--- src/rtl/pa_ifu_icache_inv.sv ---
`default_nettype none
// +-----------------------------------------------------------------------------+
// | Module  : pa_ifu_icache_inv                                                 |
// | Brief   : Icache invalidate sequencer (invalidate-all walk or single set).  |
// |           Macro PA_ICACHE_INV_PA_EN enables invalidate-by-physical-address. |
// | Rev     : 1.0                                                               |
// +-----------------------------------------------------------------------------+
module pa_ifu_icache_inv (
    input  logic        forever_cpuclk,
    input  logic        cpurst,
    input  logic        ext_inst_ifu_icc_req,
    input  logic        ext_inst_ifu_icc_type,
    input  logic [31:0] ext_inst_ifu_icc_addr,
    output logic        ext_inst_ifu_inv_done,
    input  logic        ifu_inv_fetch_idle,
    output logic        inv_ifu_busy,
    output logic        inv_tag_req,
    input  logic        inv_tag_grant,
    output logic [7:0]  inv_tag_idx
);

    localparam logic [1:0] c_IDLE = 2'd0;
    localparam logic [1:0] c_WAIT = 2'd1;
    localparam logic [1:0] c_INV  = 2'd2;
    localparam logic [1:0] c_DONE = 2'd3;

    logic [1:0] r_state;
    logic [1:0] w_state_nxt;
    logic [7:0] r_cnt;
    logic       w_pa;
    logic [7:0] w_tgt_idx;
    logic       w_unused_ok;

`ifdef PA_ICACHE_INV_PA_EN
    logic       r_type;
    logic [7:0] r_pa_idx;

    always_ff @(posedge forever_cpuclk or posedge cpurst) begin
        if (cpurst) begin
            r_type   <= 1'b0;
            r_pa_idx <= 8'h00;
        end else if (r_state == c_IDLE && ext_inst_ifu_icc_req) begin
            r_type   <= ext_inst_ifu_icc_type;
            r_pa_idx <= ext_inst_ifu_icc_addr[12:5];
        end
    end

    assign w_pa        = r_type;
    assign w_tgt_idx   = r_type ? r_pa_idx : r_cnt;
    assign w_unused_ok = ^{ext_inst_ifu_icc_addr[31:13], ext_inst_ifu_icc_addr[4:0]};
`else
    // Without by-PA support every request is a full walk; type/addr are don't-care.
    assign w_pa        = 1'b0;
    assign w_tgt_idx   = r_cnt;
    assign w_unused_ok = ^{ext_inst_ifu_icc_type, ext_inst_ifu_icc_addr};
`endif

    always_comb begin
        w_state_nxt = r_state;
        case (r_state)
            c_IDLE: if (ext_inst_ifu_icc_req) w_state_nxt = c_WAIT;
            c_WAIT: if (ifu_inv_fetch_idle)   w_state_nxt = c_INV;
            c_INV: begin
                if (inv_tag_grant && (w_pa || r_cnt == 8'hff)) w_state_nxt = c_DONE;
            end
            c_DONE:  w_state_nxt = c_IDLE;
            default: w_state_nxt = c_IDLE;
        endcase
    end

    always_ff @(posedge forever_cpuclk or posedge cpurst) begin
        if (cpurst) begin
            r_state <= c_IDLE;
        end else begin
            r_state <= w_state_nxt;
        end
    end

    // Counter only advances on a granted write, so withheld grants hold the index.
    always_ff @(posedge forever_cpuclk or posedge cpurst) begin
        if (cpurst) begin
            r_cnt <= 8'h00;
        end else if (r_state == c_IDLE) begin
            r_cnt <= 8'h00;
        end else if (r_state == c_INV && inv_tag_grant && !w_pa) begin
            r_cnt <= r_cnt + 8'h01;
        end
    end

    assign ext_inst_ifu_inv_done = (r_state == c_DONE);
    assign inv_tag_req           = (r_state == c_INV);
    assign inv_ifu_busy          = (r_state != c_IDLE);
    assign inv_tag_idx           = (r_state == c_INV) ? w_tgt_idx : 8'h00;

endmodule
`default_nettype wire

--- config.mk ---
export PLATFORM = sky130hd
export DESIGN_NAME = pa_ifu_icache_inv
export DESIGN_NICKNAME = d
export VERILOG_FILES = /design/src/rtl/pa_ifu_icache_inv.sv
export SDC_FILE = /design/constraint.sdc
export NUM_CORES = 1
export LEC_CHECK = 0
export ABC_CLOCK_PERIOD_IN_PS = 4400
export CAP_MARGIN = 20
export CELL_PAD_IN_SITES_DETAIL_PLACEMENT = 1
export CELL_PAD_IN_SITES_GLOBAL_PLACEMENT = 2
export CORE_ASPECT_RATIO = 0.6
export CORE_MARGIN = 10
export CORE_UTILIZATION = 18
export CTS_BUF_LIST = sky130_fd_sc_hd__clkbuf_8
export DETAILED_ROUTE_END_ITERATION = 8
export PLACE_DENSITY_LB_ADDON = 0.1
export SYNTH_ARGS = -nofsm -noshare
export SYNTH_HDL_FRONTEND = slang
export SYNTH_SLANG_ARGS = --single-unit
--- constraint.sdc ---
create_clock -name forever_cpuclk -period 4.4 [get_ports forever_cpuclk]
set_input_delay 0.88 -clock forever_cpuclk [delete_from_list [all_inputs] [get_ports forever_cpuclk]]
set_output_delay 0.88 -clock forever_cpuclk [all_outputs]
set_load 0.005 [all_outputs]
==> metrics.cfg, run 1 <==
[outcome]
outcome=finished clean

[yosys]
synth_cells=65
ys_seq_area_share_pct=42.11
yosys.area.top_type_share_pct=42.11
synth_fp_nets=108
syn-cell-area_um2=594.3
synthTopCellsByArea=dfrtp_1, ha_1, and2_1
yosys-top-cells-count=dfrtp_1, and2_1, nor2_1
ys_warn_count=0
postSynthAreaPerCell_um2=9.143
yosysTopAreaCell=dfrtp_1
synth_cell_types=20
synth_edf_count=0
synth_flop_cell=dfrtp_1
yosysMostFrequentCell=dfrtp_1
synth-seq-cells=10
async_flop_share_pct=100.0

[sta]
finalSetupViolations=0
period_minus_slack_ns=2.777
skew_ns=0.0002336
hold_violations=0
tightest_slew_ns=0.4568
fin_ws_ns=1.623
setup_tns_ns=0
whs_ns=0.5709
slew_viol_final=0
rsz0062_at_grt=no
max_freq_mhz=360.1
finalCritPeriodShare_pct=63.11
relSlewSlack_pct=69.55

[floorplanning]
die_w_um=94.18
boundaryPins=49
core-area_um2=3223
row_count=16
die_area_um2=6076
die_h_um=64.51
start_util_pct=18.44

[power]
power_density_nw_per_um2=462.2
ir_drop_mv=0.2912
total_power_w=0.0003852
leakage_nw=0.3543

[hold_path]
hp-class=reg -> reg

[grt]
grt_pass1_vias=546
grt_max_degree=16
top_usage_layer=met2
use_met2_pct=8.020
track_usage_pct=6.114
grt_overflow_total=0
met1_usage_pct=7.919
antenna_found_initial=0
met3_usage_pct=3.908
grt_pass1_wl_um=2932

[cells_and_area]
nets=126
area_growth_pct=40.21
seq_area_um2=250.2
n_antenna_cell=0
fill_cells=388
instances_no_fill=126
layout-drive-gt1-share_pct=4.938
multi_input_area_um2=312.8

[drt]
viasPerCell=3.881
drtPass1Iterations=4
post_drt_wl_per_cell_um=12.79
drcViolationCount=0
ant_nets=0
drt-initial-drc-count=32
vias=489
routed_wirelength_um=1612

[critical_path]
critPathArrivalTime_ns=1.90
cp-start-kind=register
crit_type=reg -> out
end_kind=primary output
crit_path_max_fanout=15
required_ns=3.52
rrSetupSlack_ns=2.41

[clock_tree]
cts_tree=yes
path_clk_slew_ns=0.05
post_cts_buffers=0
holdBufCountCts=0
cts_root_buf=clkbuf_8
post_cts_resized=0
clk_latency_ns=0.23
cts.htree.levels=1
clk_path_buf_depth=2
cts.sinks=10
cts_buffers=3

[placed_design]
dp_hpwl_um=1261
gp_congestion=0.6564
post-place-ws_ns=1.831
placed_cells=123
io_buffer_count=15

[job]
cap_violations=0

==> layer usage <==
metal / wire [um] / vias up
met5: 0 / -
met4: 13 / 0
met3: 167 / 2
met2: 608 / 13
met1: 822 / 228
li1: - / 246
==> cell families after synthesis <==
group	count (synthesis)	synth area share, %
flops	10	42.11
fa+ha+maj	5	10.53
mux	1	1.895
simple gates	29	25.68
xor+xnor	6	8.842
buf+inv	8	5.261
compound gates	6	5.684
==> worst paths after layout <==
| check | endpoint | cells after the start | startpoint |
|---|---|---|---|
| max | inv_tag_idx[1] | 4 | r_state[0] |
| min | r_cnt[1] | 2 | r_cnt[1] |
| max reg2reg | r_cnt[7] | 6 | r_state[0] |
| min reg2reg | r_cnt[1] | 2 | r_cnt[1] |
| max in group asynchronous | r_cnt[7] | 2 | cpurst |
| min in group asynchronous | r_state[1] | 2 | cpurst |
==> layout by cell type, fill, tap and decap left out <==
master	instances
nor2_1	8
xor2_1	5
clkdlybuf4s50_1	15
nor3_1	1
ha_1	5
or3b_1	1
nand4_1	3
xnor2_1	1
and2_1	8
a21oi_1	3
o221ai_1	1
o21ai_0	2
or3_1	1
mux2_2	1
dfrtp_1	10
nand2_1	4
and4_1	1
inv_1	6
clkbuf_8	3
nand3_1	2
==> layout make-up <==
class	count	share of cell area [%]
multi-input cells	47	37.54
flip-flops and latches	10	30.03
repair buffers	15	18.02
well taps	45	6.757
clock buffers	3	4.955
inverters	6	2.703
==> registers in the layout (all words and copies together), names as in the netlist <==
| name | cells |
|---|---|
| r_cnt | 8 |
| r_state | 2 |
==> stage by stage <==
stage / cell area (um^2) / util (%)
3_3_place_gp: 792.0 / 24.57
4_1_cts: 833.3 / 25.85
5_1_grt: 833.3 / 25.85
3_5_place_dp: 792.0 / 24.57
6_report: 833.3 / 25.85
2_1_floorplan: 594.3 / -
==> critical path, stage by stage (launching register included) <==
cell and delay (ns):
dfrtp_1 0.40, inv_1 0.11, ha_1 0.45, and2_1 0.20
clkdlybuf4s50_1 0.51
==> where the power goes <==
group	internal [W]	switching, W	total [W]
clock network	0.0000598	0.0000343	0.0000941
registers	0.000110	0.0000168	0.000127
logic	0.0000758	0.0000886	0.000164
Note: power is estimated with default switching activity, not from simulation.
==> inputs of run 2 (changes only) <==
--- a/config.mk
+++ b/config.mk
@@ -5,13 +5,13 @@
 export SDC_FILE = /design/constraint.sdc
 export NUM_CORES = 1
 export LEC_CHECK = 0
-export ABC_CLOCK_PERIOD_IN_PS = 4400
+export ABC_CLOCK_PERIOD_IN_PS = 2400
 export CAP_MARGIN = 20
 export CELL_PAD_IN_SITES_DETAIL_PLACEMENT = 1
 export CELL_PAD_IN_SITES_GLOBAL_PLACEMENT = 2
 export CORE_ASPECT_RATIO = 0.6
 export CORE_MARGIN = 10
-export CORE_UTILIZATION = 18
+export CORE_UTILIZATION = 15
 export CTS_BUF_LIST = sky130_fd_sc_hd__clkbuf_8
 export DETAILED_ROUTE_END_ITERATION = 8
 export PLACE_DENSITY_LB_ADDON = 0.1
==> constraint.sdc (replaced) <==
create_clock -name forever_cpuclk -period 2.4 [get_ports forever_cpuclk]
set_input_delay 0.48 -clock forever_cpuclk [delete_from_list [all_inputs] [get_ports forever_cpuclk]]
set_output_delay 0.48 -clock forever_cpuclk [all_outputs]
set_load 0.005 [all_outputs]
==> metrics.cfg, run 2 (same netlist as run 1, synthesis figures left out) <==
[grt]
grt_max_degree=16
grt_overflow_total=0
antenna_found_initial=0
grt_pass1_vias=528
met1_usage_pct=6.264
grt_pass1_wl_um=2787
met3_usage_pct=3.274
use_met2_pct=8.123
top_usage_layer=met2
track_usage_pct=5.302

[critical_path]
critPathArrivalTime_ns=1.72
cpPeakStageDelay_ns=0.50
worst-r2r-cell-count=7
crit-reg2reg-capture=r_cnt[7]
crit_path_max_fanout=15
required_ns=1.92
cp-start-kind=register
worstReg2RegStart=r_state[0]
crit_type=reg -> out
cpMaxStageDelayCell=clkdlybuf4s50_1
end_kind=primary output
cp_cell_sequence=inv_1 -> ha_1 -> buf_4 -> and2_1 -> clkdlybuf4s50_1
rrSetupSlack_ns=0.61

[placed_design]
io_buffer_count=15
dp_hpwl_um=1318
gp_congestion=0.6794
placed_cells=127

[cells_and_area]
area_growth_pct=43.16
top_regs=r_cnt x8, r_state x2
layout_common_cells=clkdlybuf4s50_1, dfrtp_1, nor2_1, and2_1, inv_1
n_antenna_cell=0
largest_reg_flops=8
instances_no_fill=130
layout-drive-gt1-share_pct=7.229
final_common_cell=clkdlybuf4s50_1
fill_cells=449
nets=128
max_flop_register=r_cnt

[drt]
viasPerCell=3.800
drt-initial-drc-count=17
post_drt_wl_per_cell_um=12.61
drcViolationCount=0
routed_wirelength_um=1639
ant_nets=0
drtPass1Iterations=4
vias=494

[floorplanning]
die_w_um=101.3
boundaryPins=49
row_count=17
die_area_um2=6962
core-area_um2=3744
die_h_um=68.76
start_util_pct=15.88

[clock_tree]
post_cts_buffers=0
cts_root_buf=clkbuf_8
holdBufCountCts=0
post_cts_resized=0
cts_buffers=3
cts.sinks=10
clk_latency_ns=0.23
clk_path_buf_depth=2
cts_tree=yes
path_clk_slew_ns=0.04
cts.htree.levels=1

[outcome]
outcome=finished clean

[sta]
slew_viol_final=0
max_freq_mhz=454.5
tightest_slew_ns=0.4226
skew_ns=0.001019
period_minus_slack_ns=2.200
finalCritPeriodShare_pct=91.67
hold_violations=0
relSlewSlack_pct=71.80
setup_tns_ns=0
rsz0062_at_grt=no
finalSetupViolations=0

[power]
power_density_nw_per_um2=850.8
ir_drop_mv=0.2236
leakage_nw=0.3645

[job]
cap_violations=0

[hold_path]
hp-class=in -> async

-- run 2: cell count changes in the layout (fill, tap and decap cells not counted) --
cell | before | now
buf_4 | 0 | 2
-- run 2: worst max path at each step --
stage | from | endpoint | slack, ns | cells after the start
after floorplan | r_state[0] | r_cnt[7] | 0.83 | 6
after global placement | inv_tag_grant | r_cnt[7] | 0.35 | 5
after detailed placement | inv_tag_grant | r_cnt[7] | 0.35 | 5
after CTS | r_state[0] | inv_tag_idx[1] | 0.15 | 5
after global routing | r_state[0] | inv_tag_idx[3] | 0.06 | 5
final | r_state[0] | inv_tag_idx[1] | 0.20 | 5
-- run 2: cell type report --
cell class | instances | area, um^2 | share of cell area (%)
clock buffers | 3 | 41.29 | 4.853
inverters | 6 | 22.52 | 2.647
multi-input cells | 47 | 312.8 | 36.76
flip-flops and latches | 10 | 250.2 | 29.41
well taps | 47 | 58.81 | 6.912
repair buffers | 17 | 165.2 | 19.41
-- run 2: critical path: cells and delay by family, from the launching register on --
kind,cells,cell delay [ns]
fa+ha+maj,1,0.15
buf+inv,3,0.80
flops,1,0.40
simple gates,1,0.15
-- run 2: power breakdown --
part | internal, W | switching, W | total, W
Sequential | 0.000202 | 0.0000316 | 0.000233
Clock | 0.000109 | 0.0000573 | 0.000166
Combinational | 0.000155 | 0.000169 | 0.000324
Total | 0.000466 | 0.000258 | 0.000724
-- run 2: layer usage --
layer	routed length (um)	vias up
met4	8	0
li1	-	251
met5	0	-
met3	123	2
met2	706	9
met1	801	232
-- run 2: stage by stage --
stage          hold slack, ns  utilization (%)  setup WS (ns)  power (W)  cell area, um^2
2_1_floorplan          0.3202                -         0.8252  0.0004103            594.3
3_3_place_gp           0.5547            21.62         0.3483  0.0005774            809.5
3_5_place_dp           0.5623            21.62         0.3548  0.0005747            809.5
4_1_cts                0.5615            22.73         0.1503  0.0007505            850.8
5_1_grt                0.6024            22.73        0.06434  0.0008054            850.8
6_report               0.5462            22.73         0.1999  0.0007239            850.8
